### src/rtl/serial_adder_pkg.sv
// Shared types for the bit-serial adder: FSM state encoding and counter sizing.
package serial_adder_pkg;

  typedef enum logic [1:0] {
    IDLE  = 2'd0,
    SHIFT = 2'd1,
    DONE  = 2'd2
  } state_e;

  // Bit counter must reach W-1; W >= 2 keeps this at least one bit wide.
  function automatic int cnt_w(input int w);
    return $clog2(w);
  endfunction

endpackage

### src/rtl/serial_adder_if.sv
// Load/result bundle for serial_adder; ovf exists only with SERIAL_ADDER_OVF_EN.
interface serial_adder_if #(
  parameter int W = 4
);
  logic         start;
  logic [W-1:0] a;
  logic [W-1:0] b;
  logic         cin;
  logic         busy;
  logic         done;
  logic [W-1:0] s;
  logic         cout;
`ifdef SERIAL_ADDER_OVF_EN
  logic         ovf;
`endif

  modport master (
    output start, a, b, cin,
    input  busy, done, s, cout
`ifdef SERIAL_ADDER_OVF_EN
    , ovf
`endif
  );

  modport slave (
    input  start, a, b, cin,
    output busy, done, s, cout
`ifdef SERIAL_ADDER_OVF_EN
    , ovf
`endif
  );
endinterface

### src/rtl/serial_adder_full_adder_cell.sv
// Single combinational full-adder cell shared by every bit position of the serial adder.
module full_adder_cell (
  input  logic x,
  input  logic y,
  input  logic ci,
  output logic sum,
  output logic co
);
  assign sum = x ^ y ^ ci;
  assign co  = (x & y) | (x & ci) | (y & ci);
endmodule

### src/rtl/serial_adder.sv
// Bit-serial two's-complement adder: parallel load, LSB-first add, parallel result + done strobe.
// Optional signed-overflow output enabled by defining SERIAL_ADDER_OVF_EN.
module serial_adder
  import serial_adder_pkg::*;
#(
  parameter int W = 4
) (
  input logic           clk,
  input logic           rst,
  serial_adder_if.slave bus
);
  localparam int CW = cnt_w(W);

  state_e          state_q, state_d;
  logic            load;
  logic            last;
  logic [W-1:0]    opa_q, opb_q, res_q, s_q;
  logic            carry_q, cout_q;
  logic [CW-1:0]   cnt_q;
  logic            sum_bit, co;
  logic [W-1:0]    res_next;
`ifdef SERIAL_ADDER_OVF_EN
  logic            ovf_q;
`endif

  full_adder_cell u_fa (
    .x   (opa_q[0]),
    .y   (opb_q[0]),
    .ci  (carry_q),
    .sum (sum_bit),
    .co  (co)
  );

  assign last     = (state_q == SHIFT) && (cnt_q == CW'(W - 1));
  assign res_next = {sum_bit, res_q[W-1:1]};

  always_comb begin
    state_d = state_q;
    load    = 1'b0;
    case (state_q)
      IDLE: begin
        if (bus.start) begin
          load    = 1'b1;
          state_d = SHIFT;
        end
      end
      SHIFT: begin
        if (last) state_d = DONE;
      end
      DONE: begin
        // Back-to-back start is accepted here so no IDLE bubble is needed.
        if (bus.start) begin
          load    = 1'b1;
          state_d = SHIFT;
        end else begin
          state_d = IDLE;
        end
      end
      default: state_d = IDLE;
    endcase
  end

  always_ff @(posedge clk or posedge rst) begin
    if (rst) state_q <= IDLE;
    else     state_q <= state_d;
  end

  always_ff @(posedge clk or posedge rst) begin
    if (rst) begin
      opa_q   <= '0;
      opb_q   <= '0;
      res_q   <= '0;
      carry_q <= 1'b0;
      cnt_q   <= '0;
      s_q     <= '0;
      cout_q  <= 1'b0;
`ifdef SERIAL_ADDER_OVF_EN
      ovf_q   <= 1'b0;
`endif
    end else if (load) begin
      opa_q   <= bus.a;
      opb_q   <= bus.b;
      res_q   <= '0;
      carry_q <= bus.cin;
      cnt_q   <= '0;
    end else if (state_q == SHIFT) begin
      opa_q   <= opa_q >> 1;
      opb_q   <= opb_q >> 1;
      res_q   <= res_next;
      carry_q <= co;
      cnt_q   <= cnt_q + 1'b1;
      if (last) begin
        s_q    <= res_next;
        cout_q <= co;
`ifdef SERIAL_ADDER_OVF_EN
        // carry_q here is the carry into the MSB cell.
        ovf_q  <= carry_q ^ co;
`endif
      end
    end
  end

  assign bus.busy = (state_q == SHIFT);
  assign bus.done = (state_q == DONE);
  assign bus.s    = s_q;
  assign bus.cout = cout_q;
`ifdef SERIAL_ADDER_OVF_EN
  assign bus.ovf  = ovf_q;
`endif

endmodule

### src/flat_wrapper.sv
// flat-port wrapper written by rule: the top's interface ports become plain ports
module serial_adder_flat import serial_adder_pkg::*;
#(
  parameter int W = 4
)
  (clk, rst, bus_start, bus_a, bus_b, bus_cin, bus_busy, bus_done, bus_s, bus_cout);
  serial_adder_if #(.W(W)) bus_i ();
  input logic clk;
  input logic rst;
  input wire logic [$bits(bus_i.start)-1:0] bus_start;
  input wire logic [$bits(bus_i.a)-1:0] bus_a;
  input wire logic [$bits(bus_i.b)-1:0] bus_b;
  input wire logic [$bits(bus_i.cin)-1:0] bus_cin;
  output wire logic [$bits(bus_i.busy)-1:0] bus_busy;
  output wire logic [$bits(bus_i.done)-1:0] bus_done;
  output wire logic [$bits(bus_i.s)-1:0] bus_s;
  output wire logic [$bits(bus_i.cout)-1:0] bus_cout;
  assign bus_i.start = bus_start;
  assign bus_i.a = bus_a;
  assign bus_i.b = bus_b;
  assign bus_i.cin = bus_cin;
  assign bus_busy = bus_i.busy;
  assign bus_done = bus_i.done;
  assign bus_s = bus_i.s;
  assign bus_cout = bus_i.cout;
  serial_adder #(.W(W)) u_core (.clk(clk), .rst(rst), .bus(bus_i));
endmodule
### config.mk
export PLATFORM = sky130hd
export DESIGN_NAME = serial_adder_flat
export DESIGN_NICKNAME = d
export VERILOG_FILES = /design/src/rtl/serial_adder_pkg.sv /design/src/rtl/serial_adder_if.sv /design/src/rtl/serial_adder_full_adder_cell.sv /design/src/rtl/serial_adder.sv /design/src/flat_wrapper.sv
export SDC_FILE = /design/constraint.sdc
export NUM_CORES = 1
export LEC_CHECK = 0
export BUFFER_PORTS_ARGS = -buffer_cell sky130_fd_sc_hd__clkbuf_2
export CAP_MARGIN = 0
export CORE_ASPECT_RATIO = 1.1
export CORE_MARGIN = 4
export CORE_UTILIZATION = 56
export CTS_BUF_LIST = sky130_fd_sc_hd__clkbuf_8
export CTS_CLUSTER_SIZE = 24
export DETAILED_ROUTE_END_ITERATION = 8
export GPL_TIMING_DRIVEN = 0
export PLACE_DENSITY = 0.81
export SYNTH_ARGS = -nofsm -noshare
export SYNTH_HDL_FRONTEND = slang
export SYNTH_SLANG_ARGS = --single-unit
### constraint.sdc
create_clock -name clk -period 1.7 [get_ports clk]
set_input_delay 0.34 -clock clk [delete_from_list [all_inputs] [get_ports clk]]
set_output_delay 0.34 -clock clk [all_outputs]
set_load 0.05 [all_outputs]
==> run summary, run 1 <==
Post-synth EDFFs -> 0
Pint -> 1450 uW
Die X -> 48.1 um
Clk pwr share -> 12.8%
Worst Setup End Kind -> output port
Count leader, synth -> dfrtp_1
Number of antenna violations at the first check in global routing -> 0
Crit Path Class -> register to output port
H-tree levels -> 1
Hold WC Path Type -> primary input to async pin
Post-synth top area share -> 53.1%
# setup viols final -> 0
# port buffers -> 17
Leakage -> 0.000583 uW
Peak supply drop -> 0.00111 V
Fin crit share -> 96.6%
Final nets -> 117
Max_cap viols -> 0
Post-Syn Area -> 990 sq um
Post-route antenna net violation count -> 0
WP data required -> 1360 ps
Dominant cell type by area after synthesis -> dfrtp_1
Max-slew violation count -> 0
Flops & latches, synth -> 21
P&R area growth vs syn -> 15.6%
Setup Total Neg Slack -> 0 ps
CTS buffer count -> 3
Clock Tree Buf Depth -> 2
Count of filler cells inserted in the layout -> 122
CORE AREA -> 1610 sq um
Syn avg cell area -> 12.2 sq um
Arrival time worst endpoint -> 1300 ps
Postcts setup bufs -> 0
Worst Setup Start Kind -> register
Initial DRC Count -> 8
Initial core utilization -> 61.3%
Hold Vio Cnt, Final -> 0
Placer congestion estimate -> 0.727
Gr usage total -> 16.6%
WL final -> 1700 um
# diodes -> 0
Slew of the pin with the lowest slew margin -> 760 ps
Fin Hold WS -> 189 ps
Via-to-Cell Ratio -> 5.55
DR WL/cell -> 14.3 um
Clock slew at reported path FFs -> 70 ps
# rows -> 15
Unrepaired setup endpoints after global routing -> false
Hold_buf cts -> 0
Io pins -> 19
Max Fanout on Critical Path -> 8
Syn_nets -> 95
Die ar. -> 2500 sq um
Combinational Power Share -> 50.4%
Clock sink count -> 21
Final min period -> 1640 ps
Result of the run -> finished, final reports clean
Pre-antenna DRT Iters -> 4
Final Util -> 70.9%
Fmax -> 0.609 GHz
Post-DP HPWL -> 1260 um
Largest net degree at the start of global routing -> 22
Root Driver -> clkbuf_8
Post-synth top cells -> 21 x dfrtp_1, 7 x a21oi_1, 7 x inv_1, 5 x mux2_4, 5 x o22ai_1
Pwr dens -> 2170 nW/um^2
Psw -> 1030 uW
Residual DRC count -> 0
Switching portion of total power -> 41.5%
Cells after synthesis -> 81
Residual overflow from global routing -> 0
Dominant synthesized flop cell -> dfrtp_1
Die Y -> 52.1 um
Vias in the first global route -> 654
Global-route wire length before repair -> 2930 um
Flop pwr share -> 36.8%
Netlist cell types -> 25
Vias -> 661
Worst skew pair latency -> 260 ps
Largest cells by area after synthesis -> dfrtp_1 53%, mux2_4 7.6%, mux2i_1 4.0%
Final worst clock skew -> 1.39 ps
Slew headroom -> 49.3%
CTS tree -> done
Sequential area share after synthesis -> 53.1%
Async SR Flop Fraction -> 100%
Share of cells above drive strength 1 -> 33.3%
Synth warn -> 0
-- flip-flops by register name, indices dropped and copies added (netlist names) --
name / count
u_core.carry_q: 1
u_core.bus.s: 4
u_core.opa_q: 4
u_core.state_q: 2
u_core.opb_q: 4
u_core.cnt_q: 2
u_core.bus.cout: 1
u_core.res_q: 3
-- power by group through the flow --
stage / clock network, uW / registers, uW / logic [uW]
final: 317 / 914 / 1250
after global routing: 350 / 940 / 1380
after CTS: 325 / 916 / 1270
after detailed placement: 0 / 926 / 1250
after global placement: 0 / 904 / 1210
after floorplan: 0 / 1080 / 836
-- worst paths after layout --
path | startpoint | endpoint | slack [ps] | depth (start not counted)
setup / recovery | u_core.state_q[1] | bus_busy | 60 | 5
hold / removal | rst | u_core.bus.s[2] | 190 | 2
setup reg to reg | u_core.state_q[1] | u_core.bus.s[1] | 340 | 6
hold reg to reg | u_core.bus.s[2] | u_core.bus.s[2] | 520 | 1
max in group asynchronous | rst | u_core.state_q[0] | 1040 | 2
min in group clk | bus_a[0] | u_core.opa_q[0] | 360 | 3
-- placed cells by master, fill, tap and decap left out --
cell and instances:
nand3_1 2, clkbuf_1 1, dfrtp_1 21, nand2_1 1, a22o_1 4, mux2i_1 4, clkbuf_8 3, nand2b_1 2
mux2_2 1, o22ai_1 5, nor2_1 1, buf_2 1, buf_6 3, nor2b_1 3, and2_4 1, xnor2_1 1
ha_1 1, clkinv_4 1, nand2b_4 1, buf_4 1, o21ai_0 4, mux2_4 5, clkbuf_2 16, a21oi_1 7
a211oi_1 2, nand2_4 1, inv_1 8, fa_1 1
-- cells by family after synthesis --
group	Yosys count	share of synthesized area [%]
buf+inv	13	7.84
compound gates	22	13.8
fa+ha+maj	2	3.29
mux	10	12.8
flops	21	53.1
xor+xnor	1	0.885
simple gates	12	8.34
-- metrics by stage --
| step | worst slack, ps | power (uW) | cell area [sq um] | cells |
|---|---|---|---|---|
| 2_1_floorplan | 196 | 1910 | 990 | 81 |
| 3_3_place_gp | 268 | 2110 | 1100 | 115 |
| 3_5_place_dp | 262 | 2180 | 1100 | 115 |
| 4_1_cts | 16.2 | 2510 | 1140 | 119 |
| 5_1_grt | 3.43 | 2670 | 1140 | 119 |
| 6_report | 57.3 | 2480 | 1140 | 119 |
-- metal layers --
metal  up-vias  global-route usage [%]  share of wire [%]
met3         5                    2.08                3.9
li1        322                       -                  -
met4         0                    9.42                2.7
met2        14                    25.6                 48
met5         -                       0                  0
met1       320                    21.9                 46
-- repair_timing --
item,in CTS,in global routing
resized for setup,1,1
endpoints found under the setup margin,1,1
pin swaps,0,0
endpoints found under the hold margin,0,0
-- area by class of cell --
type                       count  area [sq um]  share of cell area, %
buffer                         5          42.5                   3.72
clock buffer                   3          41.3                   3.61
clock inverter                 1          3.75                  0.328
inverter                       8          35.0                   3.06
multi-input combinational     47           387                   33.8
sequential                    21           526                   46.0
tap                           17          21.3                   1.86
timing repair buffer          17          87.6                   7.66
-- critical path, stage by stage (launching register included) --
cell,delay [ps]
dfrtp_1,380
buf_6,140
nand2b_4,130
buf_6,130
clkinv_4,60
buf_4,190
(Power assumes the default switching activity.)
==> run 2, diff against run 1 <==
- CORE_UTILIZATION: 56 -> 52
- CTS_BUF_LIST: sky130_fd_sc_hd__clkbuf_8 -> sky130_fd_sc_hd__clkbuf_16
- PLACE_DENSITY: 0.81 -> default
- PLACE_DENSITY_LB_ADDON: default -> 0.15
==> run summary, run 2 (synthesis results as in run 1) <==
Final worst clock skew -> 2.09 ps (+0.696 ps)
Leakage -> 0.000597 uW (+2.4%)
Die X -> 49.6 um (+3.1%)
Via-to-Cell Ratio -> 5.31 (-4.4%)
Final nets -> 117 (unchanged)
Fmax -> 0.604 GHz (-0.85%)
H-tree levels -> 1 (unchanged)
Slew headroom -> 47.9% (-1.4 points)
P&R area growth vs syn -> 19.2%
CTS tree -> done
Postcts setup bufs -> 0 (unchanged)
Largest net degree at the start of global routing -> 22 (unchanged)
Hold WC Path Type -> primary input to async pin
Pre-antenna DRT Iters -> 4 (unchanged)
Final instance area -> 1180 sq um (+3.2%)
Worst r2r dst -> u_core.bus.cout
Result of the run -> finished, final reports clean
Min setup slack post-route -> 43.2 ps (-14.1 ps)
Global-route wire length before repair -> 2810 um (-4.0%)
Reg2Reg Setup Slack -> 340 ps (about the same)
Vias in the first global route -> 639 (-2.3%)
Post-route antenna net violation count -> 0 (unchanged)
Die ar. -> 2670 sq um (+6.4%)
# diodes -> 0 (unchanged)
Worst Setup Start Kind -> register
Clock Tree Buf Depth -> 2 (unchanged)
Most frequent cells in the layout -> 21 x dfrtp_1, 16 x clkbuf_2, 7 x inv_1, 7 x a21oi_1
Hold_buf cts -> 0 (unchanged)
Crit Path Class -> register to output port
Initial DRC Count -> 5 (-3)
Share of cells above drive strength 1 -> 34.3% (+0.98 points)
Final min period -> 1660 ps (+14.1 ps)
Placed instance area -> 1100 sq um (+0.11%)
Post-DP HPWL -> 1230 um (-2.5%)
# rows -> 16 (+1)
Fin crit share -> 97.5% (+0.83 points)
Pwr dens -> 2250 nW/um^2 (+3.5%)
CTS buffer count -> 3 (unchanged)
# setup viols final -> 0 (unchanged)
Residual overflow from global routing -> 0 (unchanged)
Worst Setup End Kind -> output port
Max-slew violation count -> 0 (unchanged)
Worst skew pair latency -> 250 ps (about the same)
Slew of the pin with the lowest slew margin -> 781 ps (+20.7 ps)
CORE AREA -> 1800 sq um (+12%)
Gr usage total -> 14.2% (-2.4 points)
Root Driver -> clkbuf_16
WL final -> 1710 um (+0.65%)
DR WL/cell -> 14.3 um (-0.19%)
Setup WS pre-CTS -> 268 ps (+5.59 ps)
Initial core utilization -> 54.9% (-6.4 points)
Unrepaired setup endpoints after global routing -> false
Vias -> 637 (-3.6%)
Clock sink count -> 21 (unchanged)
Residual DRC count -> 0 (unchanged)
Clock slew at reported path FFs -> 50 ps (-20 ps)
Most common cell after layout, fill and taps aside -> dfrtp_1
Setup Total Neg Slack -> 0 ps (unchanged)
WP data required -> 1360 ps (about the same)
Worst reg2reg path depth -> 6 (unchanged)
Number of antenna violations at the first check in global routing -> 0 (unchanged)
Max Fanout on Critical Path -> 8 (unchanged)
Hold Vio Cnt, Final -> 0 (unchanged)
Crit Reg-Reg Startpoint -> u_core.state_q[1]
Max_cap viols -> 0 (unchanged)
Arrival time worst endpoint -> 1320 ps (+20 ps)
# port buffers -> 17 (unchanged)
Peak supply drop -> 0.00134 V (+22%)
Io pins -> 19 (unchanged)
Placer congestion estimate -> 0.726 (-0.11%)
Die Y -> 53.8 um (+3.2%)
run 2: cell count changes in the layout (fill, tap and decap cells not counted), sizes merged:
cell,before,now
clkbuf,20,21
clkinv,1,2
inv,8,7
buf,5,4
run 2: how the worst max path moves through the flow:
stage / to / startpoint / slack (ps) / depth (start not counted)
finish: bus_busy / u_core.state_q[1] / 40 / 5
global route: bus_busy / u_core.state_q[1] / 10 / 5
CTS: bus_busy / u_core.state_q[1] / 30 / 5
detailed placement: bus_busy / u_core.state_q[1] / 270 / 5
global placement: bus_busy / u_core.state_q[1] / 260 / 5
floorplan: bus_done / u_core.state_q[1] / 200 / 2
run 2: power by group:
group	total, uW	internal, uW	leakage (uW)	switching (uW)
clock network	489	315	0.0000409	174
logic	1250	553	0.000297	699
registers	910	737	0.000259	173
total	2650	1600	0.000597	1050
run 2: stage by stage:
stage / power [uW] / instances / utilization, % / hold WS [ps]
6_report: 2650 / 120 / 65.5 / 211
5_1_grt: 2820 / 120 / 65.5 / 285
4_1_cts: 2680 / 120 / 65.5 / 243
3_5_place_dp: 2160 / 116 / 60.9 / 499
3_3_place_gp: 2110 / 116 / 60.9 / 485
2_1_floorplan: 1910 / 81 / - / 317
run 2: routing by layer:
layer  share of wire, %  track usage [%]  vias to the layer above  routed length [um]
met5                  0                0                        -                   0
met4               0.76             9.68                        0                  13
met3                3.7             2.77                        2                  64
met2                 45             22.0                       12                 771
met1                 50             18.1                      301                 861
li1                   -                -                      322                   -
run 2: critical path, cell delays in order, from the launching register on:
cell,delay [ps]
dfrtp_1,370
buf_6,140
nand2b_4,130
buf_6,140
clkinv_4,60
clkbuf_4,220
run 2: cell type report:
cell class / count / area, sq um
Fill cell: 140 / 622
Sequential cell: 21 / 526
Multi-Input combinational cell: 47 / 387
Timing Repair Buffer: 17 / 87.6
Clock buffer: 3 / 75.1
Buffer: 5 / 42.5
Inverter: 8 / 35.0
Tap cell: 18 / 22.5
Clock inverter: 1 / 5.00
run 2: timing repair:
action,CTS,global route
setup endpoints to repair,1,0
hold endpoints to repair,0,0
resized for setup,1,0
==> run 3, diff against run 2 <==
- CORE_UTILIZATION: 52 -> 30
==> run summary, run 3 (synthesis results as in run 1) <==
Worst skew pair latency -> 250 ps (about the same)
Postcts setup bufs -> 0 (unchanged)
Worst Setup End Kind -> output port
# port buffers -> 17 (unchanged)
Die X -> 62.8 um (+27%)
# diodes -> 0 (unchanged)
Fmax -> 0.614 GHz (+1.7%)
Clock slew at reported path FFs -> 60 ps (about the same)
Max Fanout on Critical Path -> 8 (unchanged)
Leakage -> 0.000598 uW (+0.27%)
CORE AREA -> 3100 sq um (+72%)
CTS buffer count -> 3 (unchanged)
Placer congestion estimate -> 0.673 (-7.3%)
Io pins -> 19 (unchanged)
Clock Tree Buf Depth -> 2 (unchanged)
Post-DP HPWL -> 1280 um (+4.2%)
Final min period -> 1630 ps (-28.0 ps)
Max-slew violation count -> 0 (unchanged)
Final worst clock skew -> 1.82 ps (-0.266 ps)
P&R area growth vs syn -> 21.1%
Post-route antenna net violation count -> 0 (unchanged)
Slew of the pin with the lowest slew margin -> 821 ps (+40.2 ps)
Die ar. -> 4280 sq um (+61%)
Unrepaired setup endpoints after global routing -> false
DR WL/cell -> 13.1 um (-8.3%)
Number of antenna violations at the first check in global routing -> 0 (unchanged)
Share of cells above drive strength 1 -> 33.3% (-0.98 points)
Worst Setup Start Kind -> register
Pre-antenna DRT Iters -> 4 (unchanged)
CP max stage delay -> 370 ps (about the same)
CP most frequent cell -> buf_6
H-tree levels -> 1 (unchanged)
Peak supply drop -> 0.000741 V (-45%)
Die Y -> 68.2 um (+27%)
Pwr dens -> 2190 nW/um^2 (-2.7%)
# setup viols final -> 0 (unchanged)
CP delay by family, top -> buffers and inverters
Hold Vio Cnt, Final -> 0 (unchanged)
Slew headroom -> 45.2% (-2.7 points)
Hold WC Path Type -> primary input to async pin
Residual DRC count -> 0 (unchanged)
Most common cell after layout, fill and taps aside -> dfrtp_1
Residual overflow from global routing -> 0 (unchanged)
Buf+Inv Stages, Crit Path -> 4 (unchanged)
Setup Total Neg Slack -> 0 ps (unchanged)
Clock sink count -> 21 (unchanged)
CTS tree -> done
Largest net degree at the start of global routing -> 22 (unchanged)
Result of the run -> finished, final reports clean
Via-to-Cell Ratio -> 4.71 (-11%)
Fin crit share -> 95.8% (-1.6 points)
Initial DRC Count -> 5 (unchanged)
Crit Path Class -> register to output port
Gr usage total -> 9.22% (-5.0 points)
Vias in the first global route -> 649 (+1.6%)
Global-route wire length before repair -> 3100 um (+10%)
WP data required -> 1360 ps (about the same)
Max_cap viols -> 0 (unchanged)
Most frequent cells in the layout -> 21 x dfrtp_1, 16 x clkbuf_2, 8 x inv_1, 7 x a21oi_1
Arrival time worst endpoint -> 1290 ps (-30 ps)
WL final -> 1780 um (+4.0%)
Fin Hold WS -> 227 ps (+16.1 ps)
# rows -> 21 (+5)
Initial core utilization -> 31.9% (-23 points)
Final nets -> 117 (unchanged)
Root Driver -> clkbuf_16
Hold_buf cts -> 0 (unchanged)
Vias -> 640 (+0.47%)
Crit-path cells -> buf_6 > nand2b_4 > buf_6 > clkinv_4 > buf_4
Max stage delay cell, worst path -> dfrtp_1
run 3: cell count changes in the layout (fill, tap and decap cells not counted):
cell	previous run	this run
clkinv_2	1	0
clkbuf_4	1	0
buf_4	0	1
inv_1	7	8
run 3: repair_timing:
action | CTS | global route
cloned | 0 | 0
gates resized for setup | 1 | 1
setup endpoints to repair | 1 | 1
hold endpoints to repair | 0 | 0
run 3: per-layer routing:
layer  global-route usage (%)  vias to the layer above  part of all wire (%)
li1                         -                      321                     -
met1                     12.7                      305                    52
met2                     14.6                       12                    45
met3                     2.13                        2                   2.9
met4                     2.48                        0                  0.62
met5                        0                        -                     0
run 3: final cells by class:
cell class	instances	area [sq um]
sequential	21	526
clock inverter	1	3.75
timing repair buffer	17	87.6
inverter	8	35.0
buffer	5	42.5
multi-input combinational	47	387
fill	318	1900
tap	34	42.5
clock buffer	3	75.1
run 3: path summary, 6_finish.rpt:
path / from / endpoint / slack, ps / cells after the start
min in group clk: bus_a[1] / u_core.opa_q[1] / 370 / 3
hold / removal: rst / u_core.bus.s[0] / 230 / 2
max in group asynchronous: rst / u_core.cnt_q[0] / 960 / 2
setup / recovery: u_core.state_q[1] / bus_busy / 70 / 5
hold reg to reg: u_core.res_q[1] / u_core.res_q[1] / 500 / 1
setup reg to reg: u_core.state_q[1] / u_core.bus.cout / 340 / 6
run 3: through the flow:
step | instance area, sq um | util (%) | std cells | power (uW) | setup slack [ps]
final | 1200 | 38.7 | 136 | 2620 | 71.2
after CTS | 1200 | 38.7 | 136 | 2660 | 26.2
after global placement | 1120 | 36.0 | 132 | 2150 | 252
after global routing | 1200 | 38.7 | 136 | 2810 | 22.0
after detailed placement | 1120 | 36.0 | 132 | 2160 | 250
after floorplan | 990 | - | 81 | 1910 | 196
run 3: power breakdown:
part	leakage, uW	switching, uW	internal [uW]
sequential	0.000259	169	736
clock	0.0000423	170	313
combinational	0.000297	682	550
